$ cat src/rtl/reduce_pkg.sv
// Shared constants for the multi-cycle bit-reduction unit.
// Mode encodings and FSM state encoding.
package reduce_pkg;

    typedef logic [1:0] mode_t;

    localparam mode_t MODE_NOR = 2'b00;
    localparam mode_t MODE_OR  = 2'b01;
    localparam mode_t MODE_AND = 2'b10;
    localparam mode_t MODE_XOR = 2'b11;

    localparam logic [1:0] ST_IDLE = 2'd0;
    localparam logic [1:0] ST_BUSY = 2'd1;
    localparam logic [1:0] ST_DONE = 2'd2;

    function automatic logic acc_init(input mode_t mode);
        return (mode == MODE_AND);
    endfunction

endpackage

$ cat src/rtl/chunk_reduce.sv
// One CHUNK-wide slice of the reduction: folds the chunk into the
// accumulator and reports the chunk's leading-zero count.
module chunk_reduce
    import reduce_pkg::*;
#(
    parameter int CHUNK = 8
) (
    input  logic [CHUNK-1:0]           bits,
    input  logic [1:0]                 mode,
    input  logic                       acc_in,
    output logic                       acc_out,
    output logic [$clog2(CHUNK+1)-1:0] lzc,
    output logic                       has_one
);

    localparam int CW = $clog2(CHUNK+1);

    logic found;

    always_comb begin
        acc_out = acc_in;
        unique case (mode)
            MODE_NOR: acc_out = acc_in | (|bits);
            MODE_OR:  acc_out = acc_in | (|bits);
            MODE_AND: acc_out = acc_in & (&bits);
            MODE_XOR: acc_out = acc_in ^ (^bits);
            default:  acc_out = acc_in;
        endcase
    end

    always_comb begin
        lzc   = '0;
        found = 1'b0;
        for (int i = CHUNK - 1; i >= 0; i--) begin
            if (!found) begin
                if (bits[i]) found = 1'b1;
                else         lzc   = lzc + CW'(1);
            end
        end
    end

    assign has_one = |bits;

endmodule

$ cat src/rtl/reduce_unit_seq.sv
// Multi-cycle NOR/OR/AND/XOR reduction, CHUNK bits per cycle.
// Optional leading-zero count enabled by REDUCE_UNIT_LZC_EN.
module reduce_unit_seq
    import reduce_pkg::*;
#(
    parameter int WIDTH = 32,
    parameter int CHUNK = 8
) (
    input  logic                       clk,
    input  logic                       rst_n,
    input  logic                       flush,
    input  logic                       in_valid,
    output logic                       in_ready,
    input  logic [WIDTH-1:0]           in_a,
    input  logic [1:0]                 in_mode,
    output logic                       out_valid,
    input  logic                       out_ready,
    output logic                       out_bit,
    output logic [$clog2(WIDTH+1)-1:0] out_lzc
);

    localparam int NCHUNK = WIDTH / CHUNK;
    localparam int LW     = $clog2(WIDTH+1);
    localparam int CW     = $clog2(CHUNK+1);
    localparam int CNTW   = (NCHUNK > 1) ? $clog2(NCHUNK) : 1;

    logic [1:0]       state;
    logic [WIDTH-1:0] sh;
    logic [1:0]       mode;
    logic             acc;
    logic [CNTW-1:0]  cnt;

    logic             acc_nx;
    logic [CW-1:0]    c_lzc;
    logic             c_one;
    logic             last;

    assign last     = (cnt == CNTW'(NCHUNK - 1));
    assign in_ready = (state == ST_IDLE);

    chunk_reduce #(
        .CHUNK (CHUNK)
    ) u_chunk (
        .bits    (sh[WIDTH-1 -: CHUNK]),
        .mode    (mode),
        .acc_in  (acc),
        .acc_out (acc_nx),
        .lzc     (c_lzc),
        .has_one (c_one)
    );

    // DONE spends its first cycle registering the result, then holds it.
    always_ff @(posedge clk or negedge rst_n) begin
        if (!rst_n) begin
            state     <= ST_IDLE;
            sh        <= '0;
            mode      <= MODE_NOR;
            acc       <= 1'b0;
            cnt       <= '0;
            out_valid <= 1'b0;
            out_bit   <= 1'b0;
        end else if (flush) begin
            state     <= ST_IDLE;
            out_valid <= 1'b0;
        end else begin
            case (state)
                ST_IDLE: begin
                    if (in_valid) begin
                        sh    <= in_a;
                        mode  <= in_mode;
                        acc   <= acc_init(in_mode);
                        cnt   <= '0;
                        state <= ST_BUSY;
                    end
                end
                ST_BUSY: begin
                    sh  <= sh << CHUNK;
                    acc <= acc_nx;
                    cnt <= cnt + CNTW'(1);
                    if (last) state <= ST_DONE;
                end
                ST_DONE: begin
                    if (!out_valid) begin
                        out_valid <= 1'b1;
                        out_bit   <= (mode == MODE_NOR) ? ~acc : acc;
                    end else if (out_ready) begin
                        out_valid <= 1'b0;
                        state     <= ST_IDLE;
                    end
                end
                default: state <= ST_IDLE;
            endcase
        end
    end

`ifdef REDUCE_UNIT_LZC_EN
    logic [LW-1:0] lzc_acc;
    logic          seen;
    logic [LW-1:0] lzc_q;

    // Counting freezes at the first chunk containing a one.
    always_ff @(posedge clk or negedge rst_n) begin
        if (!rst_n) begin
            lzc_acc <= '0;
            seen    <= 1'b0;
            lzc_q   <= '0;
        end else if (!flush) begin
            if (state == ST_IDLE && in_valid) begin
                lzc_acc <= '0;
                seen    <= 1'b0;
            end else if (state == ST_BUSY) begin
                if (!seen) lzc_acc <= lzc_acc + LW'(c_lzc);
                seen <= seen | c_one;
            end else if (state == ST_DONE && !out_valid) begin
                lzc_q <= lzc_acc;
            end
        end
    end

    assign out_lzc = lzc_q;
`else
    logic unused_lzc;
    assign unused_lzc = ^{c_lzc, c_one};
    assign out_lzc    = '0;
`endif

endmodule

$ cat config.mk
export PLATFORM = sky130hd
export DESIGN_NAME = reduce_unit_seq
export DESIGN_NICKNAME = d
export VERILOG_FILES = /design/src/rtl/reduce_pkg.sv /design/src/rtl/chunk_reduce.sv /design/src/rtl/reduce_unit_seq.sv
export SDC_FILE = /design/constraint.sdc
export NUM_CORES = 1
export LEC_CHECK = 0
export ABC_CLOCK_PERIOD_IN_PS = 5200
export CORE_UTILIZATION = 45
export CTS_CLUSTER_SIZE = 30
export DETAILED_ROUTE_END_ITERATION = 7
export PLACE_DENSITY = 0.81
export SLEW_MARGIN = 10
export SYNTH_ARGS = -nofsm -noshare
export SYNTH_HDL_FRONTEND = slang
export SYNTH_SLANG_ARGS = --single-unit
$ cat constraint.sdc
create_clock -name clk -period 5.2 [get_ports clk]
set_clock_uncertainty 0.2 [all_clocks]
set_input_delay 0.78 -clock clk [delete_from_list [all_inputs] [get_ports clk]]
set_output_delay 0.78 -clock clk [all_outputs]
set_load 0.02 [all_outputs]
==> results.yml <==
status:
  outcome: "finished with violations"
  violations: "design-rule violations"
critical_path:
  timing.rr.end: "acc$_DFFE_PN0P_"
  slowest_stage: "clkdlybuf4s50_1"
  path_delay_family: "buffers and inverters"
  end_kind: "primary output"
  worst_ep_required_time_ns: 4.22
  critPathKind: "reg -> out"
  r2r_slack_ns: 3.16
  worst_path_largest_cell_delay_ns: 0.60
  worstRegToRegCells: 4
  r2r_start: "state[1]$_DFFE_PN0P_"
  path_cells: "nor2_1 > clkdlybuf4s50_1"
  crit_buf_inv: 1
  critPathLaunchType: "flop"
  crit_path_max_fanout: 7
  cp.arrival_ns: 1.48
synth:
  yosysTopAreaCellShare_pct: 47.5
  synth_cell_types: 34
  synth_async_sr_flop_share_pct: 100
  synth-compound-area-share_pct: 10.7
  avgSynthCellArea_um2: 10.3
  synth_top_family_by_area: "multiplexers"
  netlist_area_mm2: 0.00216
  synthCells: 209
  synthTopCellsByArea: "dfrtp_1, mux2i_1, nand2_1"
  synth-main-ff-cell: "dfrtp_1"
  synthMuxAreaShare_pct: 12.7
  ys_seq_area_share_pct: 47.5
  synth-edff-count: 0
  synth_warnings: 0
  synthXorXnorAreaFrac_pct: 2.26
  yosys.area_share.simple_pct: 12.5
  yosysTopAreaCell: "dfrtp_1"
  synth_fa_ha_area_share_pct: 5.22
  ys_ff_latch: 41
drt:
  drt_wl_total_um: 3580
  drc_errors: 2
  via_per_inst: 4.86
  wl_per_cell_um: 12.0
  drtAntennaViolNets: 0
  first_pass_iters: 6
  drtIter0Drc: 58
  num_vias: 1448
timing:
  final_hold_viol_count: 0
  holdWs_ns: 0.281
  relSlewSlack_pct: 35.0
  drv_slew: 0
  rsz0062_at_grt: "false"
  timing.final.crit_share_pct: 47.3
  fmax_mhz: 407
  finalSetupViolCount: 0
  worst_pin_slew_ns: 0.975
  min_period_ns: 2.46
  tns_ns: 0
global_route:
  antenna_found_initial: 0
  grt_max_degree: 69
  grt_pass1_vias: 1420
  grt_usage_pct: 16.3
  grt_pass1_wl_um: 6330
  grt.overflow.total: 0
final_layout:
  stdcell_count: 298
  layout-drive-gt1-share_pct: 6.10
  multi_input_area_um2: 967
  mostFrequentLayoutCells: "nand2_1, dfrtp_1, clkdlybuf4s50_1"
  fill_cells: 388
  antenna_cells: 0
  finalNetCount: 294
  regArea_mm2: 0.00103
  final_common_cell: "nand2_1"
  area_delta_synth_final_pct: 19.9
power:
  pwr_density_cell_mw_per_mm2: 335
  vdd_ir_drop_max_uv: 193
  power.switching_uw: 253
  p_leak_uw: 0.00127
  pwr-share-seq_pct: 48.6
  combPwrFrac_pct: 27.7
  p_int_uw: 614
  power.share.clock_pct: 23.7
  switching_share_pct: 29.2
floorplanning:
  dieArea_mm2: 0.00508
  start_util_pct: 48.2
  chipWidth_um: 71.3
  num_rows: 24
  ios: 48
  core_region_area_mm2: 0.00447
  fp.dieH_um: 71.3
clock_tree:
  cts_buffer_depth: 2
  htreeDepth: 2
  cts_tree: "yes"
  clk_pin_slew_ns: 0.07
  cts_resized: 0
  cts_setup_buffers: 0
  cts_buffers: 5
  clock_latency_ns: 0.29
  cts_hold_buf: 0
  cts-root-buf: "clkbuf_8"
  clkSinkCount: 41
min_path:
  min_from: "sh[0]$_DFFE_PN0P_"
  min_path_cells: 2
  hold_path.class: "reg -> reg"
  holdPathEnd: "sh[0]$_DFFE_PN0P_"
place:
  port_buffers: 41
  dp_hpwl_um: 2520
  gp_congestion: 0.767
  dp.cells: 291
job:
  drv_cap: 0
area by class of cell:
| type | count | share of cell area (%) |
|---|---|---|
| well taps | 52 | 2.51 |
| inverters | 8 | 1.16 |
| clock buffers | 7 | 3.34 |
| repair buffers | 42 | 16.0 |
| flip-flops and latches | 41 | 39.7 |
| multi-input cells | 148 | 37.4 |
worst min-delay path: cells and delay by family, from the launching register on:
| kind | cells | cell delay (ns) |
|---|---|---|
| simple gates | 1 | 0.04 |
| flops | 1 | 0.35 |
| compound gates | 1 | 0.06 |
worst max path at each step:
stage                               startpoint         endpoint  slack [ns]  cells past startpoint
after global placement                   flush  acc$_DFFE_PN0P_        2.52                      6
after floorplan             sh[26]$_DFFE_PN0P_  acc$_DFFE_PN0P_        3.48                      6
after global routing      state[0]$_DFFE_PN0P_         in_ready        2.64                      2
final                     state[0]$_DFFE_PN0P_         in_ready        2.74                      2
after detailed placement                 flush  acc$_DFFE_PN0P_        2.50                      6
after CTS                 state[0]$_DFFE_PN0P_         in_ready        2.72                      2
state kept, by name (all words and copies together), names as in the netlist:
name,count
acc,1
cnt,2
mode,2
out_bit,1
out_valid,1
sh,32
state,2
power by group through the flow:
stage | clock network, uW | registers, uW | logic [uW]
floorplan | 0 | 422 | 184
global placement | 0 | 425 | 233
detailed placement | 0 | 429 | 242
CTS | 212 | 423 | 244
global route | 228 | 431 | 271
finish | 206 | 422 | 240
cells in the mapped netlist (2+ instances only):
master,n
nand2b_1,2
o21ai_0,6
nor2_1,5
or2b_1,2
ha_1,9
mux2i_1,24
a21oi_1,4
inv_1,8
mux2_2,3
xnor2_1,2
clkbuf_2,2
buf_6,3
nand2_1,44
buf_12,2
buf_4,8
o21ai_1,27
dfrtp_1,41
stage by stage:
stage | instance area, um^2 | util (%) | worst slack, ns | total power [uW]
floorplan | 2180 | - | 3.48 | 606
finish | 2590 | 57.8 | 2.74 | 867
CTS | 2590 | 57.8 | 2.72 | 879
global placement | 2500 | 55.9 | 2.52 | 658
global route | 2590 | 57.8 | 2.64 | 930
detailed placement | 2500 | 55.9 | 2.50 | 671
metal layers:
metal / GRT usage [%] / vias to the layer above / wire length [um]
li1: - / 762 / -
met1: 22.1 / 642 / 1700
met2: 24.4 / 38 / 1650
met3: 5.06 / 6 / 173
met4: 6.89 / 0 / 65
met5: 0 / - / 0
cell families after synthesis:
family / after synthesis
adder cells (fa/ha/maj): 9
buffers and inverters: 25
other: 1
flip-flops: 41
multiplexers: 27
AO/OA/AOI/OAI: 42
XOR/XNOR: 4
AND/OR/NAND/NOR: 60
Power figures use the tool's default switching activity.
